### src/rtl/bitperm_pkg.sv
// Shared types and datapath defaults for the bit-permutation unit.
// The optional out_parity output is enabled by defining BITPERM_PARITY_EN.
package bitperm_pkg;

  typedef enum logic [1:0] {
    PERM_PASS  = 2'd0,
    PERM_REV   = 2'd1,
    PERM_GREV  = 2'd2,
    PERM_GSWAP = 2'd3
  } perm_mode_t;

  localparam int unsigned DP_WIDTH = 16;
  localparam int unsigned DP_GROUP = 8;

  function automatic bit is_pow2(input int unsigned v);
    return (v != 0) && ((v & (v - 1)) == 0);
  endfunction

endpackage

### src/rtl/bitperm_if.sv
// Operand/result handshake bundle for bitperm_unit, plus the pipeline squash.
// out_parity exists only when BITPERM_PARITY_EN is defined.
interface bitperm_if #(
  parameter int unsigned WIDTH = bitperm_pkg::DP_WIDTH
);
  import bitperm_pkg::*;

  logic             flush;
  logic             in_valid;
  logic             in_ready;
  perm_mode_t       in_mode;
  logic [WIDTH-1:0] in_data;
  logic             out_valid;
  logic             out_ready;
  logic [WIDTH-1:0] out_data;
`ifdef BITPERM_PARITY_EN
  logic             out_parity;

  modport master (
    output flush, in_valid, in_mode, in_data, out_ready,
    input  in_ready, out_valid, out_data, out_parity
  );
  modport slave (
    input  flush, in_valid, in_mode, in_data, out_ready,
    output in_ready, out_valid, out_data, out_parity
  );
`else
  modport master (
    output flush, in_valid, in_mode, in_data, out_ready,
    input  in_ready, out_valid, out_data
  );
  modport slave (
    input  flush, in_valid, in_mode, in_data, out_ready,
    output in_ready, out_valid, out_data
  );
`endif

endinterface

### src/rtl/bitperm_core.sv
// Combinational permute(mode, data): pass, full reverse, intra-group reverse,
// group-order reverse. All selects are fixed wiring built by generate loops.
module bitperm_core
  import bitperm_pkg::*;
#(
  parameter int unsigned WIDTH = DP_WIDTH,
  parameter int unsigned GROUP = DP_GROUP
) (
  input  perm_mode_t       mode,
  input  logic [WIDTH-1:0] data,
  output logic [WIDTH-1:0] result
);

  localparam int unsigned NGROUPS = WIDTH / GROUP;

  logic [WIDTH-1:0] rev;
  logic [WIDTH-1:0] grev;
  logic [WIDTH-1:0] gswap;

  for (genvar i = 0; i < WIDTH; i++) begin : g_rev
    assign rev[i] = data[WIDTH-1-i];
  end

  for (genvar g = 0; g < NGROUPS; g++) begin : g_grp
    for (genvar j = 0; j < GROUP; j++) begin : g_bit
      assign grev[g*GROUP+j]  = data[g*GROUP+GROUP-1-j];
      assign gswap[g*GROUP+j] = data[(NGROUPS-1-g)*GROUP+j];
    end
  end

  always_comb begin
    result = data;
    case (mode)
      PERM_PASS:  result = data;
      PERM_REV:   result = rev;
      PERM_GREV:  result = grev;
      PERM_GSWAP: result = gswap;
      default:    result = data;
    endcase
  end

endmodule

### src/rtl/bitperm_unit.sv
// Two-stage valid/ready bit-permutation pipeline (S1 operand, S2 result).
// Defining BITPERM_PARITY_EN adds a registered XOR-reduce of the result.
module bitperm_unit
  import bitperm_pkg::*;
#(
  parameter int unsigned WIDTH = DP_WIDTH,
  parameter int unsigned GROUP = DP_GROUP
) (
  input logic      clk,
  input logic      rst,
  bitperm_if.slave bus
);

  if ((GROUP < 1) || (GROUP > WIDTH) || !is_pow2(GROUP) || ((WIDTH % GROUP) != 0))
  begin : g_bad_cfg
    $error("bitperm_unit: illegal WIDTH=%0d GROUP=%0d", WIDTH, GROUP);
  end

  // Handshake: a transfer happens on a rising edge where valid && ready.
  // A producer holds valid and its payload until that edge; ready may depend
  // combinationally on the downstream ready (in_ready follows out_ready).
  logic             s1_valid;
  logic             s2_valid;
  perm_mode_t       s1_mode;
  logic [WIDTH-1:0] s1_data;
  logic [WIDTH-1:0] s2_data;
  logic [WIDTH-1:0] perm_data;
  logic             s2_adv;
  logic             s1_adv;
  logic             in_ready;
  logic             accept;
`ifdef BITPERM_PARITY_EN
  logic             s2_parity;
`endif

  assign s2_adv   = !s2_valid || bus.out_ready;
  assign s1_adv   = s1_valid && s2_adv;
  assign in_ready = !s1_valid || s2_adv;
  assign accept   = bus.in_valid && in_ready && !bus.flush;

  bitperm_core #(
    .WIDTH (WIDTH),
    .GROUP (GROUP)
  ) u_core (
    .mode   (s1_mode),
    .data   (s1_data),
    .result (perm_data)
  );

  always_ff @(posedge clk or posedge rst) begin
    if (rst) begin
      s1_valid <= 1'b0;
      s2_valid <= 1'b0;
    end else if (bus.flush) begin
      s1_valid <= 1'b0;
      s2_valid <= 1'b0;
    end else begin
      if (s2_adv)   s2_valid <= s1_valid;
      if (in_ready) s1_valid <= bus.in_valid;
    end
  end

  // Payload registers only move on their stage's transfer, so a stalled
  // result stays put even if flush or new operands arrive around it.
  always_ff @(posedge clk or posedge rst) begin
    if (rst) begin
      s1_mode <= PERM_PASS;
      s1_data <= '0;
      s2_data <= '0;
`ifdef BITPERM_PARITY_EN
      s2_parity <= 1'b0;
`endif
    end else begin
      if (accept) begin
        s1_mode <= bus.in_mode;
        s1_data <= bus.in_data;
      end
      if (s1_adv && !bus.flush) begin
        s2_data <= perm_data;
`ifdef BITPERM_PARITY_EN
        s2_parity <= ^perm_data;
`endif
      end
    end
  end

  assign bus.in_ready  = in_ready;
  assign bus.out_valid = s2_valid;
  assign bus.out_data  = s2_data;
`ifdef BITPERM_PARITY_EN
  assign bus.out_parity = s2_parity;
`endif

endmodule

### src/flat_wrapper.sv
// flat-port wrapper written by rule: the top's interface ports become plain ports
module bitperm_unit_flat import bitperm_pkg::*;
#(
  parameter int unsigned WIDTH = DP_WIDTH,
  parameter int unsigned GROUP = DP_GROUP
)
  (clk, rst, bus_flush, bus_in_valid, bus_in_mode, bus_in_data, bus_out_ready, bus_in_ready, bus_out_valid, bus_out_data);
  bitperm_if #(.WIDTH(WIDTH)) bus_i ();
  input logic clk;
  input logic rst;
  input wire logic [$bits(bus_i.flush)-1:0] bus_flush;
  input wire logic [$bits(bus_i.in_valid)-1:0] bus_in_valid;
  input wire logic [$bits(bus_i.in_mode)-1:0] bus_in_mode;
  input wire logic [$bits(bus_i.in_data)-1:0] bus_in_data;
  input wire logic [$bits(bus_i.out_ready)-1:0] bus_out_ready;
  output wire logic [$bits(bus_i.in_ready)-1:0] bus_in_ready;
  output wire logic [$bits(bus_i.out_valid)-1:0] bus_out_valid;
  output wire logic [$bits(bus_i.out_data)-1:0] bus_out_data;
  assign bus_i.flush = bus_flush;
  assign bus_i.in_valid = bus_in_valid;
  assign bus_i.in_mode = bus_in_mode;
  assign bus_i.in_data = bus_in_data;
  assign bus_i.out_ready = bus_out_ready;
  assign bus_in_ready = bus_i.in_ready;
  assign bus_out_valid = bus_i.out_valid;
  assign bus_out_data = bus_i.out_data;
  bitperm_unit #(.WIDTH(WIDTH), .GROUP(GROUP)) u_core (.clk(clk), .rst(rst), .bus(bus_i));
endmodule
### config.mk
export PLATFORM = sky130hd
export DESIGN_NAME = bitperm_unit_flat
export DESIGN_NICKNAME = d
export VERILOG_FILES = /design/src/rtl/bitperm_pkg.sv /design/src/rtl/bitperm_if.sv /design/src/rtl/bitperm_core.sv /design/src/rtl/bitperm_unit.sv /design/src/flat_wrapper.sv
export SDC_FILE = /design/constraint.sdc
export NUM_CORES = 1
export LEC_CHECK = 0
export ABC_AREA = 1
export CAP_MARGIN = 10
export CORE_ASPECT_RATIO = 0.5
export CORE_MARGIN = 5
export CORE_UTILIZATION = 45
export DETAILED_ROUTE_END_ITERATION = 8
export GPL_TIMING_DRIVEN = 0
export PLACE_DENSITY = 0.72
export SETUP_SLACK_MARGIN = 0.02
export SLEW_MARGIN = 15
export SYNTH_ARGS = -nofsm -noshare
export SYNTH_HDL_FRONTEND = slang
export SYNTH_SLANG_ARGS = --single-unit
### constraint.sdc
create_clock -name clk -period 3.75 [get_ports clk]
set_clock_uncertainty 0.2 [all_clocks]
set_input_delay 1.125 -clock clk [delete_from_list [all_inputs] [get_ports clk]]
set_output_delay 1.125 -clock clk [all_outputs]
set_load 0.02 [all_outputs]
# ---- Yosys cells after proc, flatten, opt, wreduce, memory -nomap -nowiden
# Cells that the tools add are included.
dict set report word_totals {
  input_bits 23
  memories 0
  latchBits 0
  ramBits 0
  word_cells 25
  regBits 36
  mem_bits_ro 0
}
dict set report op_classes {
  shifts 0
  eq_ne 3
  bitwise 0
  add_sub_neg 0
  reduce_logical 12
  div 0
  mux 5
  multipliers 0
  magnitude_cmp 0
}
# cell count
set op_table {}
lappend op_table {{$pmux 16 s4} 1}
lappend op_table {{$eq 2x2->1 const B} 2}
lappend op_table {{$logic_and 1x1->1} 4}
lappend op_table {{$mux 1} 4}
lappend op_table {{$reduce_bool 2->1} 2}
lappend op_table {{$logic_not 1->1} 3}
lappend op_table {{$eq 2x1->1 const B} 1}
lappend op_table {{$logic_not 2->1} 1}
lappend op_table {{$logic_or 1x1->1} 2}

# ---- Depth between registers and ports, before layout
dict set report depth {
  word_depth 5
  ltp_mapped 7
  ltp_nobuf 6
}

# ---- By module
# Synthesis repeated with hierarchy kept, for this count alone.
dict set report hier_totals {
  cells_unflattened 251
  area_unflattened_um2 2003.2
}
# module n_inst area_each_um2 seq_area_each_um2 cells_each
set modules_own_cells {}
lappend modules_own_cells {bitperm_unit 1 1473.9 900.9 157}
lappend modules_own_cells {bitperm_core 1 529.3 0.0 94}

# ---- Least setup slack after synthesis
# Ideal clock, no wire load.
dict set report synth_path {
  kind {input -> output}
  startpoint {input port bus_out_ready}
  endpoint {output port bus_in_ready}
  cell_stages 3
  t_arrival_ns 1.543
  required_time_ns 2.425
  setup_slack_ns 0.882
  n_path_buf 1
  cell_sequence {clkinv_1 -> nand3_1 -> buf_2}
}
dict set report synth_via {
  elab_chain_len 2
}
# element line
set synth_rtl {}
lappend synth_rtl {{start: declaration} flat_wrapper.sv:15} ;# input wire logic [$bits(bus_i.out_ready)-1:0] bus_out_ready;
lappend synth_rtl {{$logic_or 1x1->1} bitperm_unit.sv:36} ;# assign s2_adv = !s2_valid || bus.out_ready;
lappend synth_rtl {{$logic_or 1x1->1} bitperm_unit.sv:38} ;# assign in_ready = !s1_valid || s2_adv;
lappend synth_rtl {{end: declaration} flat_wrapper.sv:16} ;# output wire logic [$bits(bus_i.in_ready)-1:0] bus_in_ready;
# Every way passes these cells.

# ---- Worst setup path after layout
# Same ends and word-level chain as after synthesis.

==> flow_summary.json <==
{
  "grt_use_total": 0.192,
  "postRouteAntennaNets": 0,
  "hold_path.class": "reg2reg",
  "yosysSeqAreaShare": 0.472,
  "port_buffers": 40,
  "synthesis.area_mm2": 0.00191,
  "synthSimpleGateAreaFrac": 0.393,
  "path_buf_inv": 4,
  "crit_path_end_kind": "output port",
  "synth_nets": 287,
  "drcViolationCount": 0,
  "crit_path_max_fanout": 10,
  "regArea_um2": 901,
  "cpPeakStageDelay_ns": 0.46,
  "startpoint": "bus_out_ready",
  "power.density_mw_per_mm2": 491,
  "placementRows": 16,
  "dp.final_hpwl_mm": 3.65,
  "synth_compound_area_frac": 0.0629,
  "fillerInstances": 388,
  "synth_mux_area_frac": 0,
  "insertion_delay_ns": 0.29,
  "grt_start_max_net_pins": 37,
  "slowest_stage": "clkdlybuf4s50_1",
  "required_ns": 2.42,
  "cts-root-buf": "clkbuf_8",
  "multiInputGateArea_um2": 871,
  "ys_types": 20,
  "leakagePower_uw": 0.00123,
  "htreeDepth": 2,
  "r2r_end": "u_core.bus.out_data[12]$_DFFE_PP0P_",
  "die_w_um": 102,
  "fin_crit_ns": 3.56,
  "hold_start": "u_core.bus.out_data[4]$_DFFE_PP0P_",
  "drive_above_1_share": 0.0897,
  "crit_cells": 5,
  "cts_buffers": 5,
  "pre_cts_slack_ns": -0.249,
  "finalHoldViolCount": 0,
  "cts_buffer_depth": 2,
  "grt_pass1_wl_mm": 8.57,
  "fin_crit_sh": 0.949,
  "antenna_found_initial": 0,
  "avgRoutedWirePerCell_um": 13.2,
  "synth-adder-area-share": 0,
  "cp_cell_sequence": "clkdlybuf4s50_1, clkinv_1, nand3_1, buf_2, clkbuf_2",
  "start_kind": "input pin",
  "path_delay_family": "buffers and inverters",
  "die_h_um": 56.1,
  "outcome": "finished clean",
  "nets": 334,
  "vias_per_cell": 4.95,
  "fin_ws_ns": 0.190,
  "holdWs_ns": 0.278,
  "grt_util_met2": 0.246,
  "grt_pass1_vias": 1710,
  "arrival_ns": 2.23,
  "vias": 1811,
  "drt_pass1_iterations": 4,
  "cts_tree": "done",
  "coreArea_mm2": 0.00400,
  "grtUsageMet1": 0.307,
  "clock.fmax_ghz": 0.281,
  "die_area_mm2": 0.00573,
  "synth_xor_area_frac": 0,
  "num_io_pins": 41,
  "ir_drop_mv": 0.186,
  "area_growth_pct": 29.1,
  "regToRegSetupSlack_ns": 2.14,
  "cp-endpoint": "bus_in_ready",
  "worstRegToRegCells": 7,
  "drv_slew": 0,
  "critPathKind": "in2out",
  "yosys_register_bits": 36,
  "use_met3": 0.0476,
  "clk_pin_slew_worst_paths_ns": 0.07,
  "final_area_mm2": 0.00247,
  "overflow": 0,
  "syn_area_per_cell_um2": 7.24,
  "grt_most_used_layer": "met1",
  "drt_iter0_drc": 109,
  "worst_slew_pin_slew_ns": 0.711,
  "wl_mm": 4.83,
  "rsz0062_at_grt": "false",
  "maxCapViolCount": 0,
  "place_area_mm2": 0.00238,
  "cts_setup_buffers": 0,
  "clock_sinks": 36,
  "whs_path_depth": 2,
  "gp_congestion": 0.885,
  "synth_top_family_by_area": "simple AND/OR/NAND/NOR gates",
  "start_util": 0.477,
  "slew_headroom": 0.525,
  "setup_viol": 0,
  "worstReg2RegStart": "u_core.s1_valid$_DFFE_PP0P_",
  "synthesis.instances": 264,
  "ys_warn_count": 0,
  "num_antenna_cells": 0
}
==> cell type report <==
class,count,area share
buffer,11,0.0345
clock buffer,6,0.0335
clock inverter,2,0.00406
inverter,13,0.0218
multi-input combinational,204,0.353
sequential,36,0.365
tap,54,0.0274
timing repair buffer,40,0.160
==> worst reg2reg max path: cells and delay by family, from the launching register on <==
family | cells | cell delay [ns]
DFF | 1 | 0.38
and+or+nand+nor | 5 | 0.45
buffers and inverters | 2 | 0.46
==> layer usage <==
layer | part of all wire | wire [um] | up-vias
li1 | - | - | 927
met1 | 0.49 | 2370 | 795
met2 | 0.39 | 1900 | 83
met3 | 0.11 | 523 | 6
met4 | 0.0083 | 40 | 0
met5 | 0 | 0 | -
==> where the power goes <==
group	internal [uW]	total (uW)	switching, uW
sequential	462	529	66.8
combinational	184	401	217
clock	146	281	135
total	792	1210	419
==> per-stage QoR <==
stage                     power [uW]  cells  utilization  setup TNS, ns
after floorplan                  761    264            -              0
after global placement           933    358        0.594         -0.247
after detailed placement         939    358        0.594         -0.249
after CTS                       1220    366        0.617              0
after global routing            1290    366        0.616              0
final                           1210    366        0.616              0
==> registers in the layout, summed over array words and instances (netlist names) <==
register / flops
u_core.bus.out_data: 16
u_core.s1_data: 16
u_core.s1_mode: 2
u_core.bus.out_valid: 1
u_core.s1_valid: 1
==> synth_stat cells <==
library cell	n	area share
clkbuf_1	2	0.0039
nor2_4	2	0.012
buf_1	1	0.0020
buf_6	3	0.018
nand2_2	1	0.0033
nand2_1	107	0.21
o21ai_0	10	0.026
nand3_1	27	0.071
nor2_1	39	0.077
inv_1	9	0.018
buf_2	4	0.010
o21ai_1	4	0.010
a21oi_1	10	0.026
nor2_2	3	0.0098
dfrtp_1	36	0.47
inv_2	1	0.0020
nand2_8	1	0.010
inv_4	2	0.0065
clkinv_1	1	0.0020
buf_12	1	0.010
==> placed cells by master, fill, tap and decap left out, types with 3 or more instances in the layout <==
cell type,instances
nand2_1,107
nor2_1,39
clkdlybuf4s50_1,39
dfrtp_1,36
nand3_1,27
a21oi_1,10
o21ai_0,10
inv_1,8
clkbuf_8,6
o21ai_1,4
buf_2,4
buf_6,3
nor2_2,3
==> worst min-delay path by stage <==
stage | endpoint | slack (ns)
after CTS | u_core.bus.out_data[3]$_DFFE_PP0P_ | 0.28
after floorplan | u_core.s1_data[12]$_DFFE_PP0P_ | 0.30
final | u_core.bus.out_data[4]$_DFFE_PP0P_ | 0.28
after global routing | u_core.bus.out_data[3]$_DFFE_PP0P_ | 0.30
after global placement | u_core.bus.out_data[3]$_DFFE_PP0P_ | 0.26
after detailed placement | u_core.bus.out_data[3]$_DFFE_PP0P_ | 0.26
==> timing repair <==
| action | CTS | global route |
|---|---|---|
| endpoints found under the setup margin | 1 | 1 |
| resized for setup | 1 | 2 |
| endpoints found under the hold margin | 0 | 0 |
| hold buffers | 0 | 0 |
==> logic make-up after synthesis <==
| family | after synthesis |
|---|---|
| AO/OA/AOI/OAI | 24 |
| AND/OR/NAND/NOR | 180 |
| buffers and inverters | 24 |
| flip-flops | 36 |
Power figures use the tool's default switching activity.
